==> config.mk <==
export PLATFORM = sky130hd
export DESIGN_NAME = lfsr_seq_ctrl_flat
export DESIGN_NICKNAME = d
export VERILOG_FILES = /design/src/rtl/lfsr_pkg.sv /design/src/rtl/lfsr_seq_ctrl_if.sv /design/src/rtl/lfsr_core.sv /design/src/rtl/lfsr_seq_ctrl.sv /design/src/flat_wrapper.sv
export SDC_FILE = /design/constraint.sdc
export NUM_CORES = 1
export LEC_CHECK = 0
export ABC_AREA = 1
export CORE_MARGIN = 8
export CORE_UTILIZATION = 25
export DETAILED_ROUTE_END_ITERATION = 10
export PLACE_DENSITY_LB_ADDON = 0.1
export SYNTH_ARGS = -nofsm -noshare
export SYNTH_HDL_FRONTEND = slang
export SYNTH_SLANG_ARGS = --single-unit
==> constraint.sdc <==
create_clock -name clk -period 3 [get_ports clk]
set_input_delay 0.6 -clock clk [delete_from_list [all_inputs] [get_ports clk]]
set_output_delay 0.6 -clock clk [all_outputs]
set_load 0.05 [all_outputs]
==> src/rtl/lfsr_pkg.sv <==
// Shared definitions for the LFSR sequencing controller: widths, feedback
// mask, reset seed, command opcodes, FSM state encoding and the LFSR
// next-state function.
package lfsr_pkg;

    localparam int LFSR_W = 6;
    localparam int CNT_W  = 6;

    localparam logic [LFSR_W-1:0] LFSR_TAPS     = 6'b110101;
    localparam logic [LFSR_W-1:0] LFSR_RST_SEED = 6'b111111;

    localparam logic OP_STEP = 1'b0;
    localparam logic OP_LOAD = 1'b1;

    typedef enum logic [1:0] {
        IDLE = 2'd0,
        RUN  = 2'd1,
        RESP = 2'd2
    } state_t;

    // Galois step: shift left, fold the taps in when the MSB falls out.
    function automatic logic [LFSR_W-1:0] lfsr_next(input logic [LFSR_W-1:0] v);
        return {v[LFSR_W-2:0], 1'b0} ^ (v[LFSR_W-1] ? LFSR_TAPS : '0);
    endfunction

endpackage

==> src/rtl/lfsr_seq_ctrl_if.sv <==
// Command/response bus of the LFSR sequencing controller.
//
// Handshake rule for both channels: a transfer happens on a rising clock
// edge where valid and ready are both high. The source holds valid and its
// payload stable until that edge; ready may change freely.
interface lfsr_seq_ctrl_if;
    import lfsr_pkg::*;

    logic              cmd_valid;
    logic              cmd_ready;
    logic              cmd_op;
    logic [CNT_W-1:0]  cmd_data;

    logic              rsp_valid;
    logic              rsp_ready;
    logic [LFSR_W-1:0] rsp_data;

    modport master (
        output cmd_valid, cmd_op, cmd_data, rsp_ready,
        input  cmd_ready, rsp_valid, rsp_data
    );

    modport slave (
        input  cmd_valid, cmd_op, cmd_data, rsp_ready,
        output cmd_ready, rsp_valid, rsp_data
    );

endinterface

==> src/rtl/lfsr_core.sv <==
// 6-bit Galois LFSR register. ld has priority over en; with neither the
// register holds. Asynchronous active-high reset to the reset seed.
module lfsr_core
    import lfsr_pkg::*;
(
    input  logic              clk,
    input  logic              rst,
    input  logic              en,
    input  logic              ld,
    input  logic [LFSR_W-1:0] seed,
    output logic [LFSR_W-1:0] lfsr_q
);

    logic [LFSR_W-1:0] lfsr_d;

    // Select load, step or hold for the next register value.
    always_comb begin
        lfsr_d = lfsr_q;
        if (ld) begin
            lfsr_d = seed;
        end else if (en) begin
            lfsr_d = lfsr_next(lfsr_q);
        end
    end

    // LFSR state register.
    always_ff @(posedge clk or posedge rst) begin
        if (rst) begin
            lfsr_q <= LFSR_RST_SEED;
        end else begin
            lfsr_q <= lfsr_d;
        end
    end

endmodule

==> src/rtl/lfsr_seq_ctrl.sv <==
// Command-driven LFSR sequencer: LOAD writes a seed, STEP N advances the
// LFSR exactly N times, and each command returns the resulting LFSR state
// on the response channel. The LFSR is frozen while a response waits.
// Optional macro LFSR_LOCKUP_GUARD_EN: a zero seed is replaced by the
// reset seed and flagged on the sticky lockup_fix output.
module lfsr_seq_ctrl
    import lfsr_pkg::*;
(
    input  logic                 clk,
    input  logic                 rst,
    lfsr_seq_ctrl_if.slave       bus,
    output logic                 busy,
    output logic [LFSR_W-1:0]    lfsr_q,
`ifdef LFSR_LOCKUP_GUARD_EN
    output logic                 lockup_fix,
`endif
    output state_t               state_dbg
);

    localparam logic [CNT_W-1:0] CNT_ONE = 1;

    state_t            state_q, state_d;
    logic [CNT_W-1:0]  cnt_q, cnt_d;
    logic              core_en;
    logic              core_ld;
    logic [LFSR_W-1:0] core_seed;
    logic              cmd_fire;
`ifdef LFSR_LOCKUP_GUARD_EN
    logic              lockup_q, lockup_d;
`endif

    lfsr_core u_core (
        .clk    (clk),
        .rst    (rst),
        .en     (core_en),
        .ld     (core_ld),
        .seed   (core_seed),
        .lfsr_q (lfsr_q)
    );

    // Ready only in IDLE and never while reset is asserted.
    assign bus.cmd_ready = (state_q == IDLE) && !rst;
    assign bus.rsp_valid = (state_q == RESP);
    assign bus.rsp_data  = lfsr_q;
    assign busy          = (state_q == RUN) || (state_q == RESP);
    assign state_dbg     = state_q;
    assign cmd_fire      = bus.cmd_valid && bus.cmd_ready;
`ifdef LFSR_LOCKUP_GUARD_EN
    assign lockup_fix    = lockup_q;
`endif

    // Next-state, step counter and LFSR control.
    always_comb begin
        state_d   = state_q;
        cnt_d     = cnt_q;
        core_en   = 1'b0;
        core_ld   = 1'b0;
        core_seed = bus.cmd_data;
`ifdef LFSR_LOCKUP_GUARD_EN
        lockup_d  = lockup_q;
`endif
        case (state_q)
            IDLE: begin
                if (cmd_fire) begin
                    if (bus.cmd_op == OP_LOAD) begin
                        core_ld = 1'b1;
                        state_d = RESP;
`ifdef LFSR_LOCKUP_GUARD_EN
                        if (bus.cmd_data == '0) begin
                            core_seed = LFSR_RST_SEED;
                            lockup_d  = 1'b1;
                        end else begin
                            lockup_d  = 1'b0;
                        end
`endif
                    end else if (bus.cmd_data == '0) begin
                        // STEP 0 just reads the current state back.
                        state_d = RESP;
                    end else begin
                        cnt_d   = bus.cmd_data;
                        state_d = RUN;
                    end
                end
            end
            RUN: begin
                core_en = 1'b1;
                cnt_d   = cnt_q - CNT_ONE;
                if (cnt_q == CNT_ONE) begin
                    state_d = RESP;
                end
            end
            RESP: begin
                if (bus.rsp_ready) begin
                    state_d = IDLE;
                end
            end
            default: begin
                state_d = IDLE;
            end
        endcase
    end

    // FSM, counter and sticky flag registers.
    always_ff @(posedge clk or posedge rst) begin
        if (rst) begin
            state_q  <= IDLE;
            cnt_q    <= '0;
`ifdef LFSR_LOCKUP_GUARD_EN
            lockup_q <= 1'b0;
`endif
        end else begin
            state_q  <= state_d;
            cnt_q    <= cnt_d;
`ifdef LFSR_LOCKUP_GUARD_EN
            lockup_q <= lockup_d;
`endif
        end
    end

endmodule

==> src/flat_wrapper.sv <==
// flat-port wrapper written by rule: the top's interface ports become plain ports
module lfsr_seq_ctrl_flat import lfsr_pkg::*;
  (clk, rst, busy, lfsr_q, state_dbg, bus_cmd_valid, bus_cmd_op, bus_cmd_data, bus_rsp_ready, bus_cmd_ready, bus_rsp_valid, bus_rsp_data);
  lfsr_seq_ctrl_if bus_i ();
  input  logic clk;
  input  logic rst;
  output logic busy;
  output logic [LFSR_W-1:0] lfsr_q;
  output state_t state_dbg;
  input wire logic [$bits(bus_i.cmd_valid)-1:0] bus_cmd_valid;
  input wire logic [$bits(bus_i.cmd_op)-1:0] bus_cmd_op;
  input wire logic [$bits(bus_i.cmd_data)-1:0] bus_cmd_data;
  input wire logic [$bits(bus_i.rsp_ready)-1:0] bus_rsp_ready;
  output wire logic [$bits(bus_i.cmd_ready)-1:0] bus_cmd_ready;
  output wire logic [$bits(bus_i.rsp_valid)-1:0] bus_rsp_valid;
  output wire logic [$bits(bus_i.rsp_data)-1:0] bus_rsp_data;
  assign bus_i.cmd_valid = bus_cmd_valid;
  assign bus_i.cmd_op = bus_cmd_op;
  assign bus_i.cmd_data = bus_cmd_data;
  assign bus_i.rsp_ready = bus_rsp_ready;
  assign bus_cmd_ready = bus_i.cmd_ready;
  assign bus_rsp_valid = bus_i.rsp_valid;
  assign bus_rsp_data = bus_i.rsp_data;
  lfsr_seq_ctrl u_core (.clk(clk), .rst(rst), .bus(bus_i), .busy(busy), .lfsr_q(lfsr_q), .state_dbg(state_dbg));
endmodule
* After elaboration in Yosys (flattened, before gate mapping) *
Index checks and enable logic that the tools add are counted.

cells by class
  add/subtract/negate cells = 1
  equality and inequality tests = 8
  mux-type cells = 17
  bitwise logic cells = 1
  reductions and logical operators = 10

operator list
  operator                                                number
  2-to-1 mux 6 bit                                        6
  case mux 6 bit (2 select lines)                         1
  2-to-1 mux 2 bit                                        5
  inequality test 2 bit (second input constant)           4
  equality test 6 x 1 -> 1 bit (second input constant)    1
  zero test 6 bit                                         1
  case mux 2 bit (3 select lines)                         1
  subtractor 6 x 1 -> 6 bit (second input constant)       1
  bitwise XOR 6 bit                                       1
  2-to-1 mux 1 bit                                        4
  AND reduction 4 bit                                     1
  nonzero test 2 bit                                      2
  AND reduction 3 bit                                     1
  equality test 2 x 1 -> 1 bit (second input constant)    1
  equality test 2 bit (second input constant)             1
  logical AND 1 bit                                       2
  zero test 2 bit                                         1
  inequality test 2 x 1 -> 1 bit (second input constant)  1
  zero test 1 bit                                         1
  logical OR 1 bit                                        1

storage, ports and cells
  flip-flop bits (word level) = 14
  bits of input ports = 11
  output and inout port bits = 17
  logic and storage cells = 40

* Depth between registers and ports, before layout *
  depth in word-level cells = 6
  gate-level depth with buffers = 10

* By module *
A second synthesis with hierarchy kept.

unflattened totals
  cell total of the unflattened synthesis = 151
  area total of the unflattened synthesis = 1034.7 um2

modules (own cells, without submodules)
  module         instances  cells each  area an instance (um2)
  lfsr_seq_ctrl  1          103         681.9
  lfsr_core      1          48          352.8

* Least setup slack after synthesis *
OpenSTA, ideal clock, no wires.

  path kind = reg-to-output
  start = reg u_core.state_q[0], in the netlist u_core.state_dbg[0]
  end = out bus_cmd_ready
  data arrival time = 1.338 ns
  required time = 2.400 ns
  slack = 1.062 ns
  cell stages (with the launch flop) = 5
  path buffers = 0
  cell sequence = dfrtp_1 > inv_1 > ha_1 > inv_2 > nor2_4

on the way
  word-level cells in the longest chain between the ends = 2

RTL lines
  what                    RTL line              text
  from (decl)             lfsr_seq_ctrl.sv:22   state_t state_q, state_d;
  from (signal assigned)  lfsr_seq_ctrl.sv:112  state_q <= state_d;
  zero test 2 bit         lfsr_seq_ctrl.sv:42   assign bus.cmd_ready = (state_q == IDLE) && !rst;
  logical AND 1 bit       lfsr_seq_ctrl.sv:42
  to (decl)               flat_wrapper.sv:14    output wire logic [$bits(bus_i.cmd_ready)-1:0] bus_cmd_ready;

Every way passes these cells.

* Final worst setup path *
  start = reg u_core.state_q[1], in the netlist u_core.state_dbg[1]
  end = out busy

on the way
  word-level cells in the longest chain between the ends = 2
  elaborated cells between the ends (all ways) = 3

RTL lines
  what                                                                        RTL line             text
  equality test 2 x 1 -> 1 bit / equality test 2 bit (equally long branches)  lfsr_seq_ctrl.sv:45  assign busy = (state_q == RUN) || (state_q == RESP);
  logical OR 1 bit (*)                                                        lfsr_seq_ctrl.sv:45
  to (decl)                                                                   flat_wrapper.sv:7    output logic busy;

Mark *: on every way between the ends. The rest lies on a longest branch, timed or not.

==> qor.txt <==
Vias per cell = 4.41
Cell-internal power = 766 uW
Vias in the first global route = 963
Synth cell types = 27
Max Buffers Root-to-Sink = 2
Clock sinks = 14
GR Overflow Total = 0
Final worst slack = 0.605 ns
Fmax = 0.418 GHz
Leakage Power = 0.000602 uW
Share of Yosys cell area claimed by the top area cell type = 20.3%
Fin nets = 173
Dpl hpwl = 2050 um
Starting Density = 25.2%
Startpoint Class = register
Port Buffer Count = 27
Max incr delay on CP = 0.80 ns
Worst skew pair latency = 0.25 ns
First-pass GRT wire length = 4570 um
Die area = 0.00622 mm^2
Logic pwr share = 65.2%
Setup Buffers After CTS = 0
CP Cell Sequence = inv_1 > ha_1 > clkdlybuf4s50_1
Wire length per cell = 12.6 um
GPL Wtd Cong = 0.837
Sequential group share of total power = 24.8%
Drt first pass iters = 4
Proportion of layout cells with a drive suffix above 1 = 11.5%
Slew headroom = 60.4%
Critical path required time = 2.40 ns
Hold crit path type = reg2reg
Mapped Area = 987 um^2
Dpl ws = 0.854 ns
Top Ports = 28
Worst VDD drop = 0.000391 V
DRT Wirelength = 2590 um
Die Width = 78.8 um
RSZ-0062 raised after global routing = no
TritonCTS Buffers = 3
Crit Path Class = reg2out
# diodes = 0
Syn. warnings = 0
Post-synthesis instance total = 134
Post-Syn Nets = 150
Hold buffer count at cts = 0
Cell row count = 23
Max-cap violations = 0
Core box area = 0.00391 mm^2
Largest net degree at the start of global routing = 15
CTS tree = yes
Area contributors post-synth = dfrtp_1 20%, nand2_1 17%, dfstp_2 16%, nand3_1 7.1%, ha_1 6.3%
Remaining antenna violation count = 0
CP Max Fanout = 4
Fillers = 430
Clk slew on worst S/H paths = 0.06 ns
Final min period = 2.40 ns
Clock power frac = 10.0%
Critical Path AT = 1.80 ns
Yosys top cell by area = dfrtp_1
All-Layer GR Usage = 9.11%
P_sw = 897 uW
H-tree depth = 1
Final Slew Violations = 0
DR vias = 909
Final Hold Vio Count = 0
CP max stage cell = clkdlybuf4s50_1
Initial antenna violation count = 0
Status = finished clean
Post-CTS Resized = 0
CTS Root Cell = clkbuf_8
Reg2reg setup slack = 1.13 ns
DR DRC count = 0
Height of the die = 78.8 um
Fin Clk Skew = 0.00474 ns
Worst Setup End Kind = primary output
Setup violations, final = 0
Least-Margin Pin Slew = 0.593 ns
PwrDens = 1270 mW/mm^2
Switching Fraction = 53.9%
Crit share post-route = 79.8%
Avg Cell Area, Syn = 7.37 um^2
Yosys reg bits = 14
Starting DRT DRC Count = 40
Fin Setup TNS = 0 ns
Sequential share of the synthesized area = 36.2%
Layout area overhead = 32.3%
-- logic make-up after synthesis --
kind of cell | after synthesis | share of synthesized area (%)
muxes | 1 | 1.01
and+or+nand+nor | 74 | 34.1
DFF | 14 | 36.2
AOI/OAI and AO/OA | 15 | 8.49
buffers and inverters | 22 | 11.2
xor gates and xnor gates | 3 | 2.66
adders and majority gates | 5 | 6.34
-- sequential cells by signal, indices dropped and copies added (netlist names) --
signal	flops
u_core.cnt_q	6
u_core.u_core.lfsr_q	6
u_core.state_dbg	2
-- final timing paths --
path,startpoint,end,cells after the start
max,u_core.state_dbg[1]$_DFFE_PP0P_,busy,3
min,u_core.u_core.lfsr_q[2]$_DFFE_PP1P_,u_core.u_core.lfsr_q[2]$_DFFE_PP1P_,2
min in group asynchronous,rst,u_core.state_dbg[0]$_DFFE_PP0P_,2
min reg2reg,u_core.u_core.lfsr_q[2]$_DFFE_PP1P_,u_core.u_core.lfsr_q[2]$_DFFE_PP1P_,2
max reg2reg,u_core.state_dbg[1]$_DFFE_PP0P_,u_core.cnt_q[2]$_DFFE_PP0P_,7
max in group asynchronous,rst,u_core.cnt_q[0]$_DFFE_PP0P_,2
-- critical path, delay by kind of cell (launching register included) --
kind | cells | cell delay, ns
buf+inv | 2 | 0.88
flops | 1 | 0.39
fa+ha+maj | 1 | 0.28
-- Yosys cell counts, drive strengths merged --
cell type	n
nand3b	1
a21o	1
dfrtp	8
buf	7
nand3	16
xnor2	2
clkbuf	2
nand2	45
o21ai	11
ha	5
nand4	3
dfstp	6
a21oi	2
nor2	9
inv	12
mux2i	1
xor2	1
o211ai	1
clkinv	1
-- power by group through the flow --
stage	Clock [uW]	Combinational, uW	Sequential, uW
final	166	1080	413
after global routing	178	1190	431
after CTS	170	1100	416
after detailed placement	0	1100	418
after global placement	0	1100	411
after floorplan	0	688	561
-- final cells by class --
type,count,area (um^2),share of cell area (%)
clock buffer,4,45.0,3.45
tap,50,62.6,4.79
sequential,14,358,27.4
timing repair buffer,27,268,20.5
multi-input combinational,98,519,39.8
inverter,13,53.8,4.12
-- routing by layer --
metal / wire length [um] / up-vias / GRT usage (%)
li1: - / 467 / -
met1: 1220 / 418 / 10.7
met2: 1170 / 22 / 15.2
met3: 187 / 2 / 3.39
met4: 19 / 0 / 2.41
met5: 0 / - / 0
-- through the flow --
stage | std cells | cell area, um^2 | power [uW] | util, % | hold WS, ns
2_1_floorplan | 134 | 987 | 1250 | - | 0.471
3_3_place_gp | 202 | 1260 | 1510 | 32.2 | 0.474
3_5_place_dp | 202 | 1260 | 1510 | 32.2 | 0.487
4_1_cts | 206 | 1310 | 1680 | 33.4 | 0.497
5_1_grt | 206 | 1310 | 1800 | 33.4 | 0.513
6_report | 206 | 1310 | 1660 | 33.4 | 0.491
-- layout by cell type (no fill, tap or decap), drive strengths merged, types with 2 or more instances in the layout --
master         synthesis  layout
a21oi                  2       2
clkbuf                 2       4
clkdlybuf4s50          0      26
dfrtp                  8       8
dfstp                  6       6
ha                     5       5
inv                   12      12
nand2                 45      45
nand3                 16      16
nand4                  3       3
nor2                   9       9
o21ai                 11      11
xnor2                  2       2
No activity file was read; power rests on OpenSTA's default activity.
